[src/rtl/flash_bus_pkg.sv]
// Shared definitions for the CFI flash bus arbiter: state encodings, owner tags
// and the parked-bus control value.
package flash_bus_pkg;

   typedef enum logic [2:0] {
      ST_IDLE     = 3'd0,
      ST_TURN_PFL = 3'd1,
      ST_PFL_OWN  = 3'd2,
      ST_TURN_USR = 3'd3,
      ST_USR_OWN  = 3'd4
   } arb_state_e;

   typedef enum logic {
      OWNER_PFL = 1'b0,
      OWNER_USR = 1'b1
   } owner_e;

   // {cen, oen, wen, advn}, all active-low, so a parked bus is all ones
   localparam logic [3:0] PARK_CTRL = 4'hF;

   localparam int TURN_W = 4;
   localparam int TMO_W  = 24;

endpackage

[src/rtl/flash_bus_mux.sv]
// Grant-selected pin mux: hands the flash control/address pins to whichever
// master holds a registered grant, otherwise drives the parked bus.
module flash_bus_mux
   import flash_bus_pkg::*;
#(
   parameter int ADDR_W = 25
) (
   input  logic              pfl_gnt,
   input  logic              usr_gnt,
   input  logic [3:0]        pfl_ctrl,
   input  logic [3:0]        usr_ctrl,
   input  logic [ADDR_W-1:0] pfl_addr,
   input  logic [ADDR_W-1:0] usr_addr,
   output logic [3:0]        pin_ctrl,
   output logic [ADDR_W-1:0] pin_addr
);

   always_comb begin
      pin_ctrl = PARK_CTRL;
      pin_addr = '0;
      if (pfl_gnt) begin
         pin_ctrl = pfl_ctrl;
         pin_addr = pfl_addr;
      end else if (usr_gnt) begin
         pin_ctrl = usr_ctrl;
         pin_addr = usr_addr;
      end
   end

endmodule

[src/rtl/flash_bus_arbiter.sv]
// Arbitrates the shared CFI flash bus between the PFL configurator and the user
// flash controller, with parked turnaround cycles and a user-ownership watchdog.
module flash_bus_arbiter
   import flash_bus_pkg::*;
#(
   parameter int          ADDR_W      = 25,
   parameter int          TURN_CYCLES = 4,
   parameter logic [23:0] USR_TMO     = 24'hFFFFFF
) (
   input  logic              clkin_max_100,
   input  logic              sys_resetn,
   input  logic              pfl_req,
   output logic              pfl_gnt,
   input  logic              usr_req,
   input  logic              usr_done,
   output logic              usr_gnt,
   input  logic              pfl_cen,
   input  logic              pfl_oen,
   input  logic              pfl_wen,
   input  logic              pfl_advn,
   input  logic [ADDR_W-1:0] pfl_addr,
   input  logic              usr_cen,
   input  logic              usr_oen,
   input  logic              usr_wen,
   input  logic              usr_advn,
   input  logic [ADDR_W-1:0] usr_addr,
   output logic              flash_cen,
   output logic              flash_oen,
   output logic              flash_wen,
   output logic              flash_advn,
   output logic [ADDR_W-1:0] fsm_a,
   input  logic              err_clr,
   output logic              tmo_err,
   output logic [2:0]        arb_state
);

   localparam logic [TURN_W-1:0] TURN_LAST = TURN_W'(TURN_CYCLES - 1);

   arb_state_e        state_q, state_d;
   owner_e            last_owner_q, last_owner_d;
   logic [TURN_W-1:0] turn_cnt_q, turn_cnt_d;
   logic [TMO_W-1:0]  tmo_cnt_q, tmo_cnt_d;
   logic              tmo_err_q, tmo_err_d;
   logic              pfl_gnt_q, pfl_gnt_d;
   logic              usr_gnt_q, usr_gnt_d;
   logic              tmo_fire;
   logic [3:0]        pin_ctrl;

   always_ff @(posedge clkin_max_100 or negedge sys_resetn) begin
      if (!sys_resetn) begin
         state_q      <= ST_IDLE;
         last_owner_q <= OWNER_USR;
         turn_cnt_q   <= '0;
         tmo_cnt_q    <= '0;
         tmo_err_q    <= 1'b0;
         pfl_gnt_q    <= 1'b0;
         usr_gnt_q    <= 1'b0;
      end else begin
         state_q      <= state_d;
         last_owner_q <= last_owner_d;
         turn_cnt_q   <= turn_cnt_d;
         tmo_cnt_q    <= tmo_cnt_d;
         tmo_err_q    <= tmo_err_d;
         pfl_gnt_q    <= pfl_gnt_d;
         usr_gnt_q    <= usr_gnt_d;
      end
   end

   always_comb begin
      state_d      = state_q;
      last_owner_d = last_owner_q;
      turn_cnt_d   = '0;
      tmo_cnt_d    = '0;
      tmo_fire     = 1'b0;
      unique case (state_q)
         ST_IDLE: begin
            // On a tie, alternate away from whoever held the bus last
            if (pfl_req && usr_req)
               state_d = (last_owner_q == OWNER_USR) ? ST_TURN_PFL : ST_TURN_USR;
            else if (pfl_req)
               state_d = ST_TURN_PFL;
            else if (usr_req)
               state_d = ST_TURN_USR;
         end
         ST_TURN_PFL: begin
            if (!pfl_req)
               state_d = ST_IDLE;
            else if (turn_cnt_q == TURN_LAST)
               state_d = ST_PFL_OWN;
            else
               turn_cnt_d = turn_cnt_q + 1'b1;
         end
         ST_TURN_USR: begin
            if (!usr_req)
               state_d = ST_IDLE;
            else if (turn_cnt_q == TURN_LAST)
               state_d = ST_USR_OWN;
            else
               turn_cnt_d = turn_cnt_q + 1'b1;
         end
         ST_PFL_OWN: begin
            if (!pfl_req) begin
               state_d      = ST_IDLE;
               last_owner_d = OWNER_PFL;
            end
         end
         ST_USR_OWN: begin
            // A genuine completion wins over a watchdog expiry in the same cycle
            if (usr_done || !usr_req) begin
               state_d      = ST_IDLE;
               last_owner_d = OWNER_USR;
            end else if (tmo_cnt_q == USR_TMO) begin
               state_d      = ST_IDLE;
               last_owner_d = OWNER_USR;
               tmo_fire     = 1'b1;
            end else begin
               tmo_cnt_d = tmo_cnt_q + 1'b1;
            end
         end
         default: state_d = ST_IDLE;
      endcase
   end

   always_comb begin
      pfl_gnt_d = (state_d == ST_PFL_OWN);
      usr_gnt_d = (state_d == ST_USR_OWN);
      tmo_err_d = tmo_fire ? 1'b1 : (err_clr ? 1'b0 : tmo_err_q);
      arb_state = state_q;
   end

   flash_bus_mux #(.ADDR_W(ADDR_W)) u_mux (
      .pfl_gnt  (pfl_gnt_q),
      .usr_gnt  (usr_gnt_q),
      .pfl_ctrl ({pfl_cen, pfl_oen, pfl_wen, pfl_advn}),
      .usr_ctrl ({usr_cen, usr_oen, usr_wen, usr_advn}),
      .pfl_addr (pfl_addr),
      .usr_addr (usr_addr),
      .pin_ctrl (pin_ctrl),
      .pin_addr (fsm_a)
   );

   assign {flash_cen, flash_oen, flash_wen, flash_advn} = pin_ctrl;
   assign pfl_gnt = pfl_gnt_q;
   assign usr_gnt = usr_gnt_q;
   assign tmo_err = tmo_err_q;

   assert property (@(posedge clkin_max_100) disable iff (!sys_resetn)
                    !(pfl_gnt_q && usr_gnt_q));

endmodule
[config.mk]
export PLATFORM = sky130hd
export DESIGN_NAME = flash_bus_arbiter
export DESIGN_NICKNAME = d
export VERILOG_FILES = /design/src/rtl/flash_bus_pkg.sv /design/src/rtl/flash_bus_mux.sv /design/src/rtl/flash_bus_arbiter.sv
export SDC_FILE = /design/constraint.sdc
export NUM_CORES = 1
export LEC_CHECK = 0
export CAP_MARGIN = 15
export CORE_UTILIZATION = 46
export CTS_BUF_LIST = sky130_fd_sc_hd__clkbuf_8
export DETAILED_ROUTE_END_ITERATION = 10
export GPL_ROUTABILITY_DRIVEN = 0
export PLACE_DENSITY = 0.89
export RECOVER_POWER = 50
export SYNTH_ARGS = -nofsm -noshare
export SYNTH_HDL_FRONTEND = slang
export SYNTH_SLANG_ARGS = --single-unit
[constraint.sdc]
create_clock -name clkin_max_100 -period 3.6 [get_ports clkin_max_100]
set_input_delay 0.36 -clock clkin_max_100 [delete_from_list [all_inputs] [get_ports clkin_max_100]]
set_output_delay 0.36 -clock clkin_max_100 [all_outputs]
set_load 0.01 [all_outputs]
# Yosys cells after proc, flatten, opt, wreduce, memory -nomap -nowiden
# Index checks and enable logic that the tools add are counted.
[classes]
n_eq_ne = 10
n_reduce_logical = 7
muxes = 32
n_addsub = 2
[ops]
columns = ["op", "count"]
rows = [
  ["$mux W24", 3],
  ["$mux W25", 2],
  ["$mux W3", 10],
  ["$add A24 B1 Y24 const B", 1],
  ["$eq A24 B24 Y1 const B", 1],
  ["$mux W4", 5],
  ["$pmux W3 S5", 1],
  ["$eq A3 B2 Y1 const B", 3],
  ["$mux W1", 8],
  ["$pmux W4 S2", 1],
  ["$eq A3 B3 Y1 const B", 2],
  ["$add A4 B1 Y4 const B", 1],
  ["$eq A4 B2 Y1 const B", 1],
  ["$reduce_bool A2 Y1", 2],
  ["$eq A3 B1 Y1 const B", 1],
  ["$logic_not A3 Y1", 1],
  ["$ne A3 B3 Y1 const B", 1],
  ["$reduce_and A3 Y1", 1],
  ["$mux W2", 1],
  ["$ne A2 B2 Y1 const B", 1],
  ["$pmux W1 S2", 1],
  ["$logic_and A1 B1 Y1", 1],
  ["$logic_not A1 Y1", 1],
  ["$logic_or A1 B1 Y1", 1],
]
[totals]
elab_cells = 58
out_inout_bits = 35
register_bits = 35
inputBits = 64

# Depth between registers and ports, before layout
# Gate-level depths: netlist (run 1).
[logic_depth]
depth_word = 5
ltp_mapped = 7
depth_no_buf = 5

# Modules after synthesis
# From an unflattened synthesis (run 1), not the netlist that was laid out.
[unflattened]
cells_unflattened = 225
hier_area_um2 = 2118.3
[modules_own_cells]
columns = ["module", "area_each_um2", "cells_each", "n_inst", "seq_area_each_um2"]
rows = [
  ["flash_bus_arbiter", 1784.2, 181, 1, 877.1],
  ["flash_bus_mux", 334.1, 44, 1, 0.0],
]

# Least setup slack after synthesis (run 1)
# No wires, ideal clock.
[synth_timing]
kind = "flip-flop to flip-flop"
from = "register tmo_cnt_q[0]"
to = "register state_q[2] (netlist: arb_state[2])"
t_required_ps = 3475
t_arrival_ps = 1774
slack_ps = 1701
path_stages_with_launch = 8
period_less_slack_ps = 1899
cell_sequence = "dfrtp_1 -> ha_1 -> nand3_1 -> or4_1 -> buf_2 -> o31ai_4 -> buf_4 -> o31ai_1"
[synth_via]
elab_chain_cells = 4
[synth_rtl]
columns = ["item", "line", "source"]
rows = [
  ["start, declared", "flash_bus_arbiter.sv:42", "logic [TMO_W-1:0] tmo_cnt_q, tmo_cnt_d;"],
  ["start signal, assigned", "flash_bus_arbiter.sv:62", "tmo_cnt_q <= tmo_cnt_d;"],
  ["$eq A24 B24 Y1", "flash_bus_arbiter.sv:112", "end else if (tmo_cnt_q == USR_TMO) begin"],
  ["$mux W3", "flash_bus_arbiter.sv:112", ""],
  ["$mux W3", "flash_bus_arbiter.sv:109", "if (usr_done || !usr_req) begin"],
  ["$pmux W3 S5", "flash_bus_arbiter.sv:75", "unique case (state_q)"],
  ["named net state_d[2]", "flash_bus_arbiter.sv:39", "arb_state_e state_q, state_d;"],
  ["end signal, assigned", "flash_bus_arbiter.sv:59", "state_q <= state_d;"],
  ["end, declared", "flash_bus_arbiter.sv:39", ""],
]
# The timed path passes the listed nets, and every way through them passes these cells.
# A chain may end at the register's enable or synchronous reset.

# Final worst setup path (run 1)
[layout_timing]
from = "register pfl_gnt_q (netlist: pfl_gnt)"
to = "output port fsm_a[8]"
[layout_via]
elab_chain_cells = 1
[layout_rtl]
columns = ["item", "line", "source"]
rows = [
  ["start, declared", "flash_bus_arbiter.sv:44", "logic pfl_gnt_q, pfl_gnt_d;"],
  ["start signal, assigned", "flash_bus_arbiter.sv:64", "pfl_gnt_q <= pfl_gnt_d;"],
  ["$mux W25", "flash_bus_mux.sv:21", "if (pfl_gnt) begin"],
  ["end, declared", "flash_bus_arbiter.sv:31", "output logic [ADDR_W-1:0] fsm_a,"],
]
# No other way between the ends.

==> results of run 1 <==
layout make-up:
cell class	instances	area, µm²	share of cell area (%)
sequential	35	877	27.7
inverter	10	37.5	1.18
antenna	1	2.50	0.0789
clock inverter	3	20.0	0.631
timing repair buffer	101	1000	31.5
multi-input combinational	169	1100	34.7
tap	52	65.1	2.05
clock buffer	5	68.8	2.17
registers in the layout, indices dropped and copies added (netlist names):
name	flops
last_owner_q	1
usr_gnt	1
arb_state	3
pfl_gnt	1
tmo_cnt_q	24
turn_cnt_q	4
tmo_err	1
metal layers:
metal,share of wire [%],vias to the layer above,wire length (µm),global-route usage [%]
met4,3.7,0,224,12.0
met5,0,-,0,0
li1,-,1029,-,-
met3,5.9,14,358,6.10
met1,40,941,2400,30.9
met2,51,77,3070,46.3
worst paths after layout:
kind,from,depth (start not counted),to,slack (ns)
min in group asynchronous,sys_resetn,2,tmo_cnt_q[0],1.09
hold reg to reg,turn_cnt_q[0],1,turn_cnt_q[0],0.48
hold / removal,turn_cnt_q[0],1,turn_cnt_q[0],0.48
setup / recovery,pfl_gnt,5,fsm_a[8],0.99
max in group asynchronous,sys_resetn,2,tmo_cnt_q[1],1.48
setup reg to reg,tmo_cnt_q[7],4,arb_state[2],1.05
power groups by stage:
stage	Combinational (µW)	Sequential, µW	Clock, µW
after detailed placement	450	470	0
final	442	464	279
after floorplan	212	447	0
after global routing	477	469	301
after CTS	451	462	284
after global placement	440	469	0
logic make-up after synthesis:
| logic type | count (synthesis) | share of synthesized area [%] |
|---|---|---|
| simple gates | 94 | 24.7 |
| flops | 35 | 42.2 |
| fa+ha+maj | 2 | 1.20 |
| mux | 1 | 0.541 |
| xor+xnor | 16 | 6.74 |
| compound gates | 56 | 20.0 |
| buf+inv | 23 | 4.57 |
cells in the mapped netlist:
cell type,n
sky130_fd_sc_hd__nor3b_1,1
sky130_fd_sc_hd__a211oi_1,2
sky130_fd_sc_hd__and4_1,2
sky130_fd_sc_hd__dfrtp_1,34
sky130_fd_sc_hd__a31oi_1,1
sky130_fd_sc_hd__a22o_1,24
sky130_fd_sc_hd__inv_1,10
sky130_fd_sc_hd__o32a_1,1
sky130_fd_sc_hd__nand2_1,11
sky130_fd_sc_hd__nand4_4,1
sky130_fd_sc_hd__nand2b_1,5
sky130_fd_sc_hd__nor2b_1,3
sky130_fd_sc_hd__o22ai_1,1
sky130_fd_sc_hd__and2_1,1
sky130_fd_sc_hd__o21ai_1,2
sky130_fd_sc_hd__or4b_1,1
sky130_fd_sc_hd__or3b_1,1
sky130_fd_sc_hd__xnor2_1,12
sky130_fd_sc_hd__or4_1,3
sky130_fd_sc_hd__buf_2,1
sky130_fd_sc_hd__nor3_1,4
sky130_fd_sc_hd__buf_1,1
sky130_fd_sc_hd__o21ai_0,5
sky130_fd_sc_hd__a21oi_1,13
sky130_fd_sc_hd__and3_1,1
sky130_fd_sc_hd__nor4_1,4
sky130_fd_sc_hd__nor4b_1,1
sky130_fd_sc_hd__or3_1,8
sky130_fd_sc_hd__nand3b_1,1
sky130_fd_sc_hd__clkbuf_1,9
sky130_fd_sc_hd__o31ai_4,1
sky130_fd_sc_hd__ha_1,2
sky130_fd_sc_hd__nor2_1,27
sky130_fd_sc_hd__nand4_2,1
sky130_fd_sc_hd__nand4_1,6
sky130_fd_sc_hd__dfstp_2,1
sky130_fd_sc_hd__nand3_1,12
sky130_fd_sc_hd__a21o_1,1
sky130_fd_sc_hd__xor2_1,4
sky130_fd_sc_hd__mux2_1,1
sky130_fd_sc_hd__o31ai_1,3
sky130_fd_sc_hd__buf_4,2
sky130_fd_sc_hd__a221oi_1,2
stage by stage:
step,util (%),std cells
after floorplan,-,227
after global placement,71.0,367
after detailed placement,71.0,367
after CTS,73.0,375
after global routing,72.8,376
final,72.8,376
==> Flow_metrics.wiki, run 1 <==
{| class="wikitable"
! Metric !! Value
|-
| Area of the mapped netlist || 2080 µm²
|-
| Hold violation count in the final report || 0
|-
| Run status || finished, violations left
|-
| Clock-pin slew on the worst setup and hold paths || 0.07 ns
|-
| Via count of the first global-routing pass || 2019
|-
| Wire length of the first global-routing pass || 9.96 mm
|-
| Max-cap violation count || 1
|-
| Final period demand of the worst path || 2.61 ns
|-
| Critical path class || reg2out
|-
| Int Power || 817 µW
|-
| Leakage power summed over all cells || 0.00120 µW
|-
| Initial core utilization || 47.8%
|-
| Net switching power || 368 µW
|-
| Aggregate routed wire length || 6.05 mm
|-
| Violated checks || capacitance limit, slew limit
|-
| Initial antenna violation count || 1
|-
| Final TNS setup || 0 ns
|-
| Sw frac || 31.1%
|-
| Synthesized netlist net count || 293
|-
| Port Buffer Count || 98
|-
| Number of clock buffers inserted by TritonCTS || 5
|-
| Clock group share of total power || 23.5%
|-
| Data required time of the worst path || 3.24 ns
|-
| Path type of the worst min-delay path || reg2reg
|-
| Die Wd || 69.2 µm
|-
| Top cell type's share of synthesized area || 40.9%
|-
| Post-route total power || 1180 µW
|-
| Library cell appearing most often on the critical path || sky130_fd_sc_hd__buf_4
|-
| CP startpoint kind || flip-flop
|-
| Synth-to-Final Area Change || 52.5%
|-
| Comb pwr share || 37.3%
|-
| YS warnings || 0
|-
| Num ports || 99
|-
| Skew final || 0.00604 ns
|-
| CTS root buffer || sky130_fd_sc_hd__clkbuf_8
|-
| Worst hold slack after final layout || 0.479 ns
|-
| PnR worst setup slack || 0.991 ns
|-
| RSZ-0062 raised after global routing || no
|-
| Post-cts repair resize count || 0
|-
| Sink count of the clock tree || 35
|-
| Clock insertion delay at the later pin of the skew report || 0.29 ns
|-
| Most frequent cells in the layout || 90 x sky130_fd_sc_hd__clkdlybuf4s50_1, 34 x sky130_fd_sc_hd__dfrtp_1, 27 x sky130_fd_sc_hd__nor2_1
|-
| CTS tree || built
|-
| CTS Hold Bufs || 0
|-
| Worst slew pin tran || 1.80 ns
|-
| GRT overflow || 0
|-
| Yosys cell types || 43
|-
| Cells along the critical path || buf_4, nor2b_1, buf_4, a22o_1, clkdlybuf4s50_1
|-
| Most common cell after layout, fill and taps aside || sky130_fd_sc_hd__clkdlybuf4s50_1
|-
| Detail Route Antenna Nets || 0
|-
| Library cell contributing the largest single delay on the critical path || sky130_fd_sc_hd__clkdlybuf4s50_1
|-
| Max-slew headroom at the worst pin || -20.0%
|-
| Fin. max-slew vios || 36
|-
| Post-CTS setup buffers || 0
|-
| Sequential share of power || 39.2%
|-
| Final setup violating endpoints || 0
|-
| # DRC || 0
|-
| Average wire per cell in the routed design || 16.1 µm
|-
| Yosys top cell by area || sky130_fd_sc_hd__dfrtp_1
|-
| Total die area || 4790 µm²
|-
| Layout Cell Area excl Fill || 3170 µm²
|-
| Max Root-Sink Buffers || 2
|-
| Total half-perimeter wirelength after legalization and detailed placement || 4.75 mm
|-
| Largest net degree at the start of global routing || 36
|-
| 1st-pass router iterations || 4
|-
| Routed via count divided by cell count || 5.48
|-
| Placement-stage cell area || 3090 µm²
|-
| Largest incremental delay on the critical path || 0.55 ns
|-
| Via Count || 2061
|-
| Main area contributors after synthesis || sky130_fd_sc_hd__dfrtp_1 41%, sky130_fd_sc_hd__a22o_1 10%, sky130_fd_sc_hd__xnor2_1 5.1%
|-
| Post-synthesis instance total || 227
|-
| Number of storage elements in the synthesis netlist || 35
|-
| Family of cells with the greatest summed delay on the critical path || buffers and inverters
|-
| Ratio of cells with drive above 1 in the final layout || 4.02%
|-
| Final critical-path share of the clock period || 72.5%
|-
| Worst path arrival time || 2.25 ns
|-
| Standard-cell rows || 24
|-
| Chip Height || 69.2 µm
|-
| Power per standard cell area || 373 nW/µm²
|-
| Critical path capture point type || output port
|-
| Maximum clock rate || 0.383 GHz
|-
| Crit path buffers/inverters || 3
|-
| Synthesized area per cell || 9.16 µm²
|-
| Largest fanout on the critical path || 24
|-
| Global Route Usage Sum || 26.6%
|-
| Final nets || 388
|-
| Proportion of synthesized chip area in sequential cells || 42.2%
|-
| Filler Cells Inserted || 347
|-
| Max rail drop VDD || 0.000377 V
|-
| Post-placement worst setup slack || 1.14 ns
|-
| Depth of the CTS H-tree || 2
|-
| Iter 0 DRT Violations || 38
|-
| Area of the placeable core || 4350 µm²
|}
(Power assumes the default switching activity.)
==> inputs of run 2 (changes only) <==
CORE_UTILIZATION = 38   (was 46)
PLACE_DENSITY = 0.78   (was 0.89)
clock period = 2.3 ns   (was 3.6 ns; I/O delays follow)
==> run 2 against run 1 <==
The flow now finishes without violations. Final area grew 2.4%. Worst setup slack got worse by 0.85 ns. Final cell count up 6.1%. Worst hold slack lost 0.014 ns. Via count increased by 0.87%. Sequential cell count is the same. First-iteration DRC count rose to 2.5 times the previous value. Largest cell class unchanged.
==> Flow_metrics.wiki, run 2 (synthesized netlist as in run 1, its figures left out) <==
{| class="wikitable"
! Metric !! Value
|-
| Most common cell after layout, fill and taps aside || sky130_fd_sc_hd__clkdlybuf4s50_1
|-
| Total die area || 5770 µm²
|-
| Power per standard cell area || 614 nW/µm²
|-
| Worst Hold End || turn_cnt_q[0]
|-
| Routed via count divided by cell count || 5.21
|-
| Min-Delay Path Depth || 1
|-
| CTS tree || built
|-
| Max Root-Sink Buffers || 2
|-
| Multi-input gate area in the final layout || 1090 µm²
|-
| Ratio of cells with drive above 1 in the final layout || 5.50%
|-
| Seq. cell area || 877 µm²
|-
| Standard-cell rows || 26
|-
| Initial core utilization || 40.2%
|-
| # DRC || 0
|-
| Post-cts repair resize count || 0
|-
| Placement-stage cell area || 3140 µm²
|-
| Layout Cell Area excl Fill || 3250 µm²
|-
| Hold violation count in the final report || 0
|-
| Synth-to-Final Area Change || 56.1%
|-
| Max-cap violation count || 0
|-
| Path type of the worst min-delay path || reg2reg
|-
| Iter 0 DRT Violations || 95
|-
| Sink count of the clock tree || 35
|-
| Most frequent cells in the layout || 92 x sky130_fd_sc_hd__clkdlybuf4s50_1, 34 x sky130_fd_sc_hd__dfrtp_1, 27 x sky130_fd_sc_hd__nor2_1
|-
| Area of the placeable core || 5170 µm²
|-
| Largest register FFs || 24
|-
| Number of clock buffers inserted by TritonCTS || 5
|-
| Wire length of the first global-routing pass || 9.80 mm
|-
| Worst slew pin tran || 0.868 ns
|-
| 1st-pass router iterations || 4
|-
| Skew final || 0.00793 ns
|-
| CP startpoint kind || flip-flop
|-
| Port Buffer Count || 98
|-
| Post-CTS setup buffers || 0
|-
| Clock insertion delay at the later pin of the skew report || 0.29 ns
|-
| Detail Route Antenna Nets || 0
|-
| Average wire per cell in the routed design || 15.2 µm
|-
| Final period demand of the worst path || 2.16 ns
|-
| Data required time of the worst path || 2.07 ns
|-
| R2r startpoint || tmo_cnt_q[7]
|-
| Critical R2R Capture || tmo_cnt_q[3]
|-
| Length of routed met3 wiring || 336 µm
|-
| Slack of the worst reg-to-reg path || 0.27 ns
|-
| Initial antenna violation count || 2
|-
| Final nets || 392
|-
| Filler Cells Inserted || 436
|-
| Via Count || 2079
|-
| Final setup violating endpoints || 0
|-
| Worst path arrival time || 1.93 ns
|-
| RSZ-0062 raised after global routing || no
|-
| CTS Hold Bufs || 0
|-
| Final critical-path share of the clock period || 93.8%
|-
| Wire length on met2 || 3.11 mm
|-
| Chip Height || 76.0 µm
|-
| Worst Hold Launch || turn_cnt_q[0]
|-
| Register with the most flip-flops || tmo_cnt_q
|-
| Aggregate routed wire length || 6.06 mm
|-
| Max-slew headroom at the worst pin || 42.2%
|-
| Clock-pin slew on the worst setup and hold paths || 0.07 ns
|-
| Max rail drop VDD || 0.000435 V
|-
| Num ports || 99
|-
| Highest layer used for signal routing || met4
|-
| Register-to-Register Path Depth || 5
|-
| Total half-perimeter wirelength after legalization and detailed placement || 4.75 mm
|-
| Maximum clock rate || 0.464 GHz
|-
| CTS root buffer || sky130_fd_sc_hd__clkbuf_8
|-
| GRT overflow || 0
|-
| Critical path class || reg2out
|-
| Depth of the CTS H-tree || 2
|-
| Via count of the first global-routing pass || 2027
|-
| Final TNS setup || 0 ns
|-
| Leakage power summed over all cells || 0.00124 µW
|-
| Run status || complete, no violations
|-
| Critical path capture point type || output port
|-
| Fin. max-slew vios || 0
|-
| Largest fanout on the critical path || 32
|-
| Largest net degree at the start of global routing || 36
|-
| Die Wd || 76.0 µm
|-
| Met1 layer wirelength in the final routing || 2.44 mm
|-
| Global Route Usage Sum || 21.7%
|}
==> run 2: stage by stage <==
step	power [µW]	hold WS (ns)	utilization [%]	worst slack [ns]	cells
after floorplan	1030	-0.0656	-	0.401	227
after global placement	1430	0.459	60.8	0.355	389
after detailed placement	1440	0.465	60.8	0.286	389
after CTS	2020	0.362	63.0	0.123	397
after global routing	2100	0.498	62.8	0.0351	399
final	1990	0.465	62.8	0.144	399
==> run 2: report_power, final <==
group | switching [µW] | total (µW) | internal [µW]
clock network | 222 | 572 | 351
registers | 56.7 | 710 | 653
logic | 294 | 712 | 418
total | 572 | 1990 | 1420
==> run 2: cell type report <==
class | count | area share, %
multi-input combinational | 169 | 33.7
timing repair buffer | 105 | 31.7
sequential | 35 | 27.0
tap | 70 | 2.70
clock buffer | 6 | 2.54
inverter | 10 | 1.16
clock inverter | 2 | 1.08
antenna | 2 | 0.154
==> run 2: worst max-delay path, cell delays in order (launching register included) <==
cell and delay [ns]:
sky130_fd_sc_hd__dfrtp_1 0.35, sky130_fd_sc_hd__buf_4 0.31, sky130_fd_sc_hd__nand2b_1 0.24, sky130_fd_sc_hd__nor2_1 0.05
sky130_fd_sc_hd__a21oi_1 0.13, sky130_fd_sc_hd__clkdlybuf4s50_1 0.56
==> run 2: layer usage <==
| metal | vias up | GRT usage, % |
|---|---|---|
| li1 | 1027 | - |
| met1 | 974 | 23.3 |
| met2 | 67 | 39.5 |
| met3 | 11 | 5.87 |
| met4 | 0 | 10.4 |
| met5 | - | 0 |
==> run 2: worst max path at each step <==
| stage | startpoint | to | slack, ns |
|---|---|---|---|
| after global placement | tmo_cnt_q[7] | tmo_cnt_q[18] | 0.36 |
| after CTS | pfl_gnt | flash_oen | 0.12 |
| after detailed placement | tmo_cnt_q[8] | tmo_cnt_q[20] | 0.29 |
| after floorplan | tmo_cnt_q[0] | arb_state[2] | 0.40 |
| after global routing | pfl_gnt | flash_oen | 0.04 |
| final | pfl_gnt | flash_oen | 0.14 |
